==> config.mk <==
export PLATFORM = sky130hd
export DESIGN_NAME = sample_strobe_ctrl
export DESIGN_NICKNAME = d
export VERILOG_FILES = /design/src/rtl/sample_ctrl_pkg.sv /design/src/rtl/sample_decimator.sv /design/src/rtl/sample_strobe_ctrl.sv
export SDC_FILE = /design/constraint.sdc
export NUM_CORES = 1
export LEC_CHECK = 0
export BUFFER_PORTS_ARGS = -buffer_cell sky130_fd_sc_hd__buf_2
export CORE_ASPECT_RATIO = 2
export CORE_UTILIZATION = 51
export DETAILED_ROUTE_END_ITERATION = 10
export PLACE_DENSITY = 0.84
export SYNTH_ARGS = -nofsm -noshare
export SYNTH_HDL_FRONTEND = slang
export SYNTH_HIERARCHICAL = 1
export SYNTH_SLANG_ARGS = --single-unit
==> constraint.sdc <==
create_clock -name clk_i -period 3.55 [get_ports clk_i]
set_input_delay 0.355 -clock clk_i [delete_from_list [all_inputs] [get_ports clk_i]]
set_output_delay 0.355 -clock clk_i [all_outputs]
set_load 0.1 [all_outputs]
==> src/rtl/sample_ctrl_pkg.sv <==
// Shared definitions for the sample strobe controller: FSM state encoding and mode constants.
package sample_ctrl_pkg;

    typedef enum logic [2:0] {
        ST_IDLE  = 3'd0,
        ST_RUN   = 3'd1,
        ST_ARMED = 3'd2,
        ST_BURST = 3'd3,
        ST_DONE  = 3'd4
    } state_t;

    localparam logic MODE_CONT  = 1'b0;
    localparam logic MODE_BURST = 1'b1;

endpackage

==> src/rtl/sample_decimator.sv <==
// Decimation counter: flags every period-th valid as qualifying. period must already be nonzero.
module sample_decimator #(
    parameter int unsigned CNT_WIDTH = 16
) (
    input  logic                 clk_i,
    input  logic                 rst_ni,
    input  logic                 clear,
    input  logic                 valid,
    input  logic [CNT_WIDTH-1:0] period,
    output logic                 qualify
);

    localparam logic [CNT_WIDTH-1:0] ONE = CNT_WIDTH'(1);

    logic [CNT_WIDTH-1:0] cnt_q;
    logic [CNT_WIDTH-1:0] last;

    assign last    = period - ONE;
    assign qualify = valid && (cnt_q == last);

    always_ff @(posedge clk_i or negedge rst_ni) begin
        if (!rst_ni) begin
            cnt_q <= '0;
        end else if (clear) begin
            cnt_q <= '0;
        end else if (valid) begin
            cnt_q <= qualify ? '0 : cnt_q + ONE;
        end
    end

endmodule

==> src/rtl/sample_strobe_ctrl.sv <==
// Gates an upstream sample stream into a sample-and-hold, either continuously decimated
// or as a triggered burst of a programmed length.
module sample_strobe_ctrl
    import sample_ctrl_pkg::*;
#(
    parameter int unsigned WIDTH     = 16,
    parameter int unsigned CNT_WIDTH = 16
) (
    input  logic                 clk_i,
    input  logic                 rst_ni,
    input  logic                 enable_i,
    input  logic                 mode_i,
    input  logic [CNT_WIDTH-1:0] period_i,
    input  logic [CNT_WIDTH-1:0] burst_len_i,
    input  logic                 arm_i,
    input  logic                 trigger_i,
    input  logic                 data_valid_i,
    input  logic [WIDTH-1:0]     data_i,
    output logic                 data_valid_o,
    output logic [WIDTH-1:0]     data_o,
    output logic                 busy_o,
    output logic                 done_o,
    output logic [CNT_WIDTH-1:0] sample_cnt_o
);

    localparam logic [CNT_WIDTH-1:0] ONE = CNT_WIDTH'(1);

    state_t               state_q, state_d;
    logic [CNT_WIDTH-1:0] period_q, burst_q;
    logic                 mode_q;
    logic                 trig_q;
    logic                 latch;
    logic                 entry;
    logic                 active_q, active_d;
    logic                 dec_valid;
    logic                 qualify;
    logic                 trig_rise;
    logic                 burst_last;
    logic [CNT_WIDTH:0]   cnt_inc;

    assign active_q   = (state_q == ST_RUN) || (state_q == ST_BURST);
    assign active_d   = (state_d == ST_RUN) || (state_d == ST_BURST);
    assign entry      = active_d && !active_q;
    assign dec_valid  = enable_i && active_q && data_valid_i;
    assign trig_rise  = trigger_i && !trig_q;
    assign cnt_inc    = {1'b0, sample_cnt_o} + {{CNT_WIDTH{1'b0}}, 1'b1};
    assign burst_last = (state_q == ST_BURST) && qualify && (cnt_inc == {1'b0, burst_q});

    sample_decimator #(
        .CNT_WIDTH (CNT_WIDTH)
    ) u_decimator (
        .clk_i   (clk_i),
        .rst_ni  (rst_ni),
        .clear   (entry),
        .valid   (dec_valid),
        .period  (period_q),
        .qualify (qualify)
    );

    always_ff @(posedge clk_i or negedge rst_ni) begin
        if (!rst_ni) begin
            state_q <= ST_IDLE;
        end else begin
            state_q <= state_d;
        end
    end

    // A re-arm latched as continuous mode starts free-running on the trigger edge.
    always_comb begin
        state_d = state_q;
        latch   = 1'b0;
        if (!enable_i) begin
            state_d = ST_IDLE;
        end else begin
            case (state_q)
                ST_IDLE: begin
                    if (mode_i == MODE_CONT) begin
                        state_d = ST_RUN;
                        latch   = 1'b1;
                    end else if (arm_i) begin
                        state_d = ST_ARMED;
                        latch   = 1'b1;
                    end
                end
                ST_ARMED: begin
                    if (trig_rise) begin
                        state_d = (mode_q == MODE_BURST) ? ST_BURST : ST_RUN;
                    end
                end
                ST_BURST: begin
                    if (burst_last) begin
                        state_d = ST_DONE;
                    end
                end
                ST_DONE: begin
                    if (arm_i) begin
                        state_d = ST_ARMED;
                        latch   = 1'b1;
                    end
                end
                default: ;
            endcase
        end
    end

    always_comb begin
        busy_o = 1'b0;
        done_o = 1'b0;
        case (state_q)
            ST_RUN, ST_ARMED, ST_BURST: busy_o = 1'b1;
            ST_DONE:                    done_o = 1'b1;
            default: ;
        endcase
    end

    always_ff @(posedge clk_i or negedge rst_ni) begin
        if (!rst_ni) begin
            period_q <= ONE;
            burst_q  <= ONE;
            mode_q   <= MODE_CONT;
        end else if (latch) begin
            period_q <= (period_i == '0) ? ONE : period_i;
            burst_q  <= (burst_len_i == '0) ? ONE : burst_len_i;
            mode_q   <= mode_i;
        end
    end

    always_ff @(posedge clk_i or negedge rst_ni) begin
        if (!rst_ni) begin
            trig_q       <= 1'b0;
            data_valid_o <= 1'b0;
            data_o       <= '0;
            sample_cnt_o <= '0;
        end else begin
            trig_q       <= trigger_i;
            data_valid_o <= qualify;
            if (qualify) begin
                data_o <= data_i;
            end
            if (entry) begin
                sample_cnt_o <= '0;
            end else if (qualify && (sample_cnt_o != '1)) begin
                sample_cnt_o <= sample_cnt_o + ONE;
            end
        end
    end

endmodule

==> results.toml, run 1 <==
[synthesis]
syn_area_mm2 = 0.005169
synthArstFlopShare_pct = 100.0
ys_seq_area_share_pct = 41.68
synthFlopType = "dfrtp_1"
yosysTopAreaCell = "dfrtp_1"
syn_area_per_cell_um2 = 10.13
synth_edf_count = 0
ys_ff_latch = 86
synth_fp_nets = 568
yosys_warnings = 6
synth_top_area_share_pct = 40.67
synth_cells = 510
synth_area_leaders = "dfrtp_1 (41%), mux2_2 (10%), xnor2_1 (5.8%)"
synth_cell_types = 72

[global_routing]
grt_pass1_wl_um = 20820
grt_antenna_before_repair = 0
grt_usage_pct = 25.99
grt_max_degree = 73
grt_pass1_vias = 4368
grt-ovfl-total = 0

[sta]
maxSlewHeadroom_pct = 38.50
drv_slew = 0
hold_viol = 0
grt_setup_unrepaired = "false"
setup_viol = 0
skew_ns = 0.008846
max_freq_ghz = 0.2924
finalCritPeriodShare_pct = 96.32
tightest_slew_ns = 0.9225
finalCriticalPeriod_ns = 3.419
hold-worst-slack_ns = 0.1417

[final_layout]
layout_commonest_cell = "buf_2"
multi_input_area_mm2 = 0.002838
num-fill-cells = 797
drive_above_1_share_pct = 32.45
diodes = 0
instances_no_fill = 733
syn_to_final_growth_pct = 17.26
layout_common_cells = "buf_2 (88), dfrtp_1 (84), mux2_2 (48)"
utilization_pct = 62.08
nNetsFinal = 654
regArea_mm2 = 0.002155
final_area_mm2 = 0.006061

[place]
place.detailed.hpwl_um = 10080
numPortBuffers = 89
place_inst = 715
place.gp.congestion = 0.8910
placed_area_mm2 = 0.005700

[floorplanning]
io_pins = 90
coreArea_mm2 = 0.009763
die_x_um = 73.19
die_y_um = 144.4
fp-row-count = 51
die-area_mm2 = 0.01057
start_util_pct = 52.94

[routing]
viasPerCell = 6.106
ant_nets = 0
via_count = 4476
drc = 0
dr.pass1.iters = 5
routedWlPerCell_um = 18.03
totalWireLength_um = 13220
drt-initial-drc-count = 406

[clock_tree]
cts_buffers = 9
cts_root_buf = "clkbuf_16"
cts_buffer_depth = 2
clock-sinks = 86
cts_tree = "done"
clk_pin_slew_ns = 0.07
htree_levels = 3
clock_latency_ns = 0.34
holdBufCountCts = 0

[worst_setup_path]
crit_path_end_kind = "flop"
slowest_delay_ns = 0.57
arrival_ns = 3.70
crit_chain = "or4_4 > or3_4 > a2111oi_4 > nand4_2 > nor3_2 > inv_2 > a311o_1 > or4b_4 > nor4_4 > a31o_1"
worstPathRequired_ns = 3.83
path_max_fanout = 5
critPathKind = "flop to flop"
start_kind = "flop"
critPathTopFamily = "simple AND/OR/NAND/NOR gates"
crit_buf_inv = 1
critPathSlowestCell = "or4_4"

[pwr]
power.leakage_nw = 2.646
vdd_ir_drop_max_v = 0.0003163
pwr_density_cell_mw_per_mm2 = 445.6

[flow_run]
cap_viol_max_count = 0

[run_status]
outcome = "finished, final reports clean"

[min_path]
worstHoldPathType = "primary input to async pin"
==> timing repair <==
item / in CTS / in global routing
gates resized for setup: 1 / 6
buffers inserted: 0 / 2
gates cloned: 0 / 0
endpoints found under the setup margin: 3 / 3
pin swaps: 1 / 5
==> power breakdown <==
part | total, mW | switching [mW] | internal (mW)
Combinational | 0.546 | 0.283 | 0.263
Sequential | 1.19 | 0.117 | 1.08
Clock | 0.962 | 0.394 | 0.568
==> state kept, by name, indices dropped and copies added (netlist names) <==
name	count
data_o	16
data_valid_o	1
state_q	3
trig_q	1
mode_q	1
u_decimator/cnt_q	16
sample_cnt_o	16
period_q	16
burst_q	16
==> kinds of logic after synthesis <==
family	synth area share, %
AOI/OAI and AO/OA	8.715
and+or+nand+nor	23.53
xor gates and xnor gates	9.392
adders and majority gates	0.7263
DFF	41.68
muxes	11.62
buffers and inverters	4.333
==> synthesized netlist by cell type, drive strengths merged (2+ instances only) <==
cell and n:
xor2 13, nand2 31, nand4 10, mux2 48, nor4b 3, o211ai 2, nor3 21, nor2 43
clkbuf 17, and2 4, nand3 20, dfstp 2, nor2b 5, and3 9, xnor2 35, inv 7
o41ai 2, nand2b 9, o31a 3, mux2i 6, o311ai 6, a211oi 3, nor4 32, a41oi 2
ha 3, or2 3, o21ai 17, or4 6, and3b 5, and4 4, a31oi 4, a31o 2
o22ai 3, buf 11, or3 3, o211a 2, nand3b 2, a21oi 9, dfrtp 84, nor3b 2
==> final timing paths <==
check | startpoint | endpoint | slack [ns] | cells after the start
worst max-delay path | period_q[2]$_DFFE_PN0P_ | state_q[2]$_DFF_PN0_ | 0.13 | 10
worst min register to register | burst_q[0]$_DFFE_PN1P_ | burst_q[0]$_DFFE_PN1P_ | 0.51 | 2
max in group asynchronous | rst_ni | burst_q[8]$_DFFE_PN0P_ | 2.62 | 2
min in group clk_i | trigger_i | trig_q$_DFF_PN0_ | 0.14 | 1
worst max register to register | period_q[2]$_DFFE_PN0P_ | state_q[2]$_DFF_PN0_ | 0.13 | 10
worst min-delay path | rst_ni | sample_cnt_o[2]$_DFFE_PN0P_ | 0.14 | 1
==> routing by layer <==
metal  vias up  GRT usage [%]  part of all wire (%)
li1       2057              -                     -
met1      2179          25.34                    33
met2       197          49.37                    58
met3        43          4.530                   4.5
met4         0          14.76                   3.9
met5         -              0                     0
==> final cells by class <==
type	count	share of cell area (%)
Tap cell	132	2.725
Clock inverter	6	1.156
Clock buffer	10	3.943
Timing Repair Buffer	105	9.372
Multi-Input combinational cell	387	46.82
Sequential cell	86	35.55
Inverter	7	0.4335
==> through the flow <==
stage / TNS [ns] / total power, mW / setup slack, ns
global placement: 0 / 1.713 / 0.08308
floorplan: 0 / 1.557 / 0.03087
finish: 0 / 2.701 / 0.1306
CTS: 0 / 2.704 / 0.01101
global route: 0 / 2.816 / 0.005326
detailed placement: -0.05200 / 1.738 / -0.05200
==> worst reg2reg max path, cell delays in order (launching register included) <==
cell and delay, ns:
dfrtp_1 0.38, or4_4 0.57, or3_4 0.41, a2111oi_4 0.30
nand4_2 0.14, nor3_2 0.26, inv_2 0.09, a311o_1 0.29
or4b_4 0.52, nor4_4 0.26, a31o_1 0.13
Note: power is estimated with default switching activity, not from simulation.
==> run 2: changes to the inputs <==
--- a/config.mk
+++ b/config.mk
@@ -7,4 +7,5 @@
 export LEC_CHECK = 0
 export BUFFER_PORTS_ARGS = -buffer_cell sky130_fd_sc_hd__buf_2
+export CAP_MARGIN = 15
 export CORE_ASPECT_RATIO = 2
 export CORE_UTILIZATION = 51
==> constraint.sdc (replaced) <==
create_clock -name clk_i -period 3.55 [get_ports clk_i]
set_input_delay 0 -clock clk_i [delete_from_list [all_inputs] [get_ports clk_i]]
set_output_delay 0 -clock clk_i [all_outputs]
set_load 0.1 [all_outputs]
==> results.toml, run 2 (synthesis results as in run 1) <==
[run_status]
outcome = "finished, final reports clean"

[routing]
drc = 0
ant_nets = 0
drt-initial-drc-count = 304
viasPerCell = 5.908
routedWlPerCell_um = 18.46
dr.pass1.iters = 5
totalWireLength_um = 14510
via_count = 4644

[sta]
hold-worst-slack_ns = 0.02455
setup_viol = 0
drv_slew = 0
hold_viol = 0
fin_ws_ns = 0.09544
maxSlewHeadroom_pct = 53.97
finalCriticalPeriod_ns = 3.455
skew_ns = 0.01821
tightest_slew_ns = 0.6905
finalCritPeriodShare_pct = 97.31
max_freq_ghz = 0.2895

[worst_setup_path]
start_kind = "flop"
r2r_cells = 10
crit_path_end_kind = "flop"
worstPathRequired_ns = 3.83
path_max_fanout = 5
arrival_ns = 3.73
r2r_slack_ns = 0.1
rr_startpoint = "period_q[3]$_DFFE_PN0P_"
rr_endpoint = "state_q[2]$_DFF_PN0_"
critPathKind = "flop to flop"

[flow_run]
cap_viol_max_count = 0

[clock_tree]
htree_levels = 3
cts_buffers = 9
cts_buffer_depth = 2
cts_tree = "done"
clk_pin_slew_ns = 0.08
clock-sinks = 86
clock_latency_ns = 0.35
cts_root_buf = "clkbuf_16"

[global_routing]
grt_antenna_before_repair = 0
grt_pass1_vias = 4781
grt_pass1_wl_um = 22720
grt-ovfl-total = 0
grt_max_degree = 54
grt_usage_pct = 28.58

[floorplanning]
start_util_pct = 52.94
die_x_um = 73.19
fp-row-count = 51
die_y_um = 144.4
io_pins = 90
die-area_mm2 = 0.01057
coreArea_mm2 = 0.009763

[final_layout]
layout_common_cells = "buf_2 (88), dfrtp_1 (84), dlygate4sd3_1 (52)"
drive_above_1_share_pct = 29.51
layout_commonest_cell = "buf_2"
instances_no_fill = 786
nNetsFinal = 707
syn_to_final_growth_pct = 27.14
diodes = 0

[min_path]
min_to = "state_q[2]$_DFF_PN0_"
min_path_cells = 3
worstHoldPathType = "primary input to flop"
min_from = "arm_i"

[place]
place.detailed.hpwl_um = 9955
numPortBuffers = 89
pre_cts_slack_ns = 0.008359
place.gp.congestion = 0.9335
place_inst = 715

[pwr]
pwr_density_cell_mw_per_mm2 = 422.0
finalPower_mw = 2.773
power.leakage_nw = 2.875
vdd_ir_drop_max_v = 0.0003962
## run 2: timing repair
action	4_1_cts	5_1_grt
setup buffers	0	3
endpoints found under the setup margin	2	3
hold buffers	52	0
gates resized for setup	1	3
endpoints found under the hold margin	104	0
pin swaps	1	3
gates cloned	0	0
## run 2: report_power, final
group | internal [mW] | switching (mW)
sequential | 1.08 | 0.123
combinational | 0.299 | 0.295
clock | 0.556 | 0.424
## run 2: stage by stage
step	instance area [um^2]	utilization, %	TNS [ns]
floorplan	5184	-	0
global placement	5700	58.39	0
detailed placement	5700	58.39	0
CTS	6533	66.91	0
global route	6571	67.31	-0.09754
finish	6571	67.31	0
## run 2: worst max-delay path by stage
stage / start / to / cells past startpoint
floorplan: period_q[1]$_DFFE_PN0P_ / state_q[0]$_DFF_PN0_ / 11
global placement: period_q[1]$_DFFE_PN0P_ / state_q[1]$_DFF_PN0_ / 10
detailed placement: period_q[1]$_DFFE_PN0P_ / state_q[2]$_DFF_PN0_ / 10
CTS: period_q[1]$_DFFE_PN0P_ / state_q[2]$_DFF_PN0_ / 10
global route: period_q[2]$_DFFE_PN0P_ / state_q[2]$_DFF_PN0_ / 11
finish: period_q[3]$_DFFE_PN0P_ / state_q[2]$_DFF_PN0_ / 10
## run 2: critical path, stage by stage, from the launching register on
cell and delay [ns]:
dfrtp_1 0.39, or4_4 0.58, or3_4 0.41, a2111oi_4 0.35, nand4_2 0.16, nor3_4 0.17
inv_1 0.11, a311o_1 0.31, or4b_4 0.51, nor4_2 0.27, a31o_1 0.13
## run 2: cell type report
cell class                      instances  area [um^2]
Fill cell                             716         3192
Multi-Input combinational cell        387         2824
Sequential cell                        86         2155
Timing Repair Buffer                  158         1096
Clock buffer                            9        225.2
Tap cell                              132        165.2
Clock inverter                          7        80.08
Inverter                                7        26.28
## run 2: layer usage
layer / vias up / part of all wire, % / GRT usage (%)
li1: 2151 / - / -
met1: 2278 / 36 / 29.21
met2: 164 / 57 / 53.95
met3: 51 / 3.2 / 3.833
met4: 0 / 4.4 / 15.69
met5: - / 0 / 0
==> run 3: changes to the inputs <==
- CORE_UTILIZATION: 51 -> 53
- CTS_BUF_LIST: default -> sky130_fd_sc_hd__clkbuf_8
- PLACE_DENSITY: 0.84 -> 0.86
==> results.toml, run 3 (synthesis results as in run 1) <==
[worst_setup_path]
start_kind = "flop"
worstPathRequired_ns = 3.79
critPathKind = "flop to flop"
slowest_delay_ns = 0.58
arrival_ns = 3.66
crit_chain = "or4_4 > or3_4 > a2111oi_4 > nand4_2 > nor3_2 > inv_1 > a311o_1 > or4b_1 > nor4_2 > nor2_1"
r2r_cells = 10
path_max_fanout = 5
crit_path_end_kind = "flop"
critPathSlowestCell = "or4_4"

[floorplanning]
die_y_um = 141.7
start_util_pct = 55.08
die_x_um = 71.83
coreArea_mm2 = 0.009384
fp-row-count = 50
io_pins = 90
die-area_mm2 = 0.01018

[final_layout]
multi_input_area_mm2 = 0.002814
final_area_mm2 = 0.006480
syn_to_final_growth_pct = 25.37
regArea_mm2 = 0.002155
diodes = 0
nNetsFinal = 709
drive_above_1_share_pct = 29.27
layout_common_cells = "buf_2 (88), dfrtp_1 (84), dlygate4sd3_1 (53)"
num-fill-cells = 712
layout_commonest_cell = "buf_2"

[place]
numPortBuffers = 89
placed_area_mm2 = 0.005688
place.gp.congestion = 0.9477
place.detailed.hpwl_um = 10030

[clock_tree]
clock-sinks = 86
cts_tree = "done"
clk_pin_slew_ns = 0.12
htree_levels = 3
postCtsSetupBuffers = 0
clock_latency_ns = 0.38
cts_buffers = 9
cts_root_buf = "clkbuf_8"
cts_buffer_depth = 2

[routing]
viasPerCell = 6.174
drc = 0
drt-initial-drc-count = 298
totalWireLength_um = 14730
via_count = 4692
dr.pass1.iters = 5
ant_nets = 0
routedWlPerCell_um = 19.38

[sta]
finalCritPeriodShare_pct = 96.15
maxSlewHeadroom_pct = 59.22
setup_viol = 0
tightest_slew_ns = 0.6071
finalCriticalPeriod_ns = 3.413
grt_setup_unrepaired = "false"
max_freq_ghz = 0.2930
fin_setup_tns_ns = 0
drv_slew = 0
hold_viol = 0
skew_ns = 0.02808

[pwr]
pwr-share-seq_pct = 45.7
power.share.switching_pct = 31.20
pwr_density_cell_mw_per_mm2 = 400.1
p_int_mw = 1.784
p_clk_share_pct = 30.3
combPwrFrac_pct = 24.0
switchingPower_uw = 808.9
vdd_ir_drop_max_v = 0.0003301
power.leakage_nw = 2.843

[global_routing]
grt_max_degree = 87
grt_antenna_before_repair = 0
grt-ovfl-total = 0
grt_pass1_vias = 4939
grt_usage_pct = 30.21
grt_pass1_wl_um = 23340

[flow_run]
cap_viol_max_count = 0

[run_status]
outcome = "finished, final reports clean"

[min_path]
worstHoldPathType = "primary input to async pin"
-- run 3: what timing repair did --
item | 4_1_cts | 5_1_grt
gates resized for setup | 0 | 2
hold buffers | 53 | 0
hold endpoints to repair | 137 | 0
setup endpoints to repair | 0 | 3
-- run 3: worst max-delay path, delay by kind of cell, from the launching register on --
| family | cells | cell delay [ns] |
|---|---|---|
| compound gates | 2 | 0.63 |
| buf+inv | 1 | 0.11 |
| flops | 1 | 0.41 |
| simple gates | 7 | 2.14 |
-- run 3: metal layers --
metal	share of wire, %	track usage [%]	vias up
met5	0	0	-
met4	6.4	21.98	0
met3	3.4	4.474	67
met2	56	55.46	170
met1	34	29.77	2302
li1	-	-	2153
-- run 3: through the flow --
| stage | util (%) | hold slack, ns | power (mW) | cells | worst slack [ns] |
|---|---|---|---|---|---|
| after floorplan | - | -0.2956 | 1.557 | 510 | 0.03087 |
| after global placement | 60.61 | 0.1311 | 1.719 | 690 | 0.1313 |
| after detailed placement | 60.61 | 0.1320 | 1.752 | 690 | 0.06831 |
| after CTS | 68.63 | 0.2966 | 2.565 | 759 | 0.01946 |
| after global routing | 69.05 | 0.04476 | 2.701 | 760 | 0.03968 |
| final | 69.05 | 0.03855 | 2.593 | 760 | 0.1366 |
-- run 3: worst paths after layout --
kind | start | end | slack (ns)
setup / recovery | period_q[1]$_DFFE_PN0P_ | state_q[0]$_DFF_PN0_ | 0.14
hold / removal | rst_ni | u_decimator/cnt_q[6]$_DFFE_PN0P_ | 0.04
setup reg to reg | period_q[1]$_DFFE_PN0P_ | state_q[0]$_DFF_PN0_ | 0.14
hold reg to reg | burst_q[0]$_DFFE_PN1P_ | burst_q[0]$_DFFE_PN1P_ | 0.51
max in group asynchronous | rst_ni | burst_q[0]$_DFFE_PN1P_ | 2.85
min in group clk_i | trigger_i | trig_q$_DFF_PN0_ | 0.32
-- run 3: cell type report --
type	instances	share of cell area (%)
multi-input combinational	387	43.43
clock inverter	7	1.506
inverter	7	0.4055
sequential	86	33.25
clock buffer	9	1.912
timing repair buffer	160	17.49
tap	104	2.008
-- run 3: power by group through the flow --
stage	clock network (mW)	registers [mW]	logic (mW)
floorplan	0	1.18	0.380
global placement	0	1.19	0.530
detailed placement	0	1.20	0.553
CTS	0.783	1.18	0.602
global route	0.835	1.20	0.667
finish	0.785	1.19	0.623
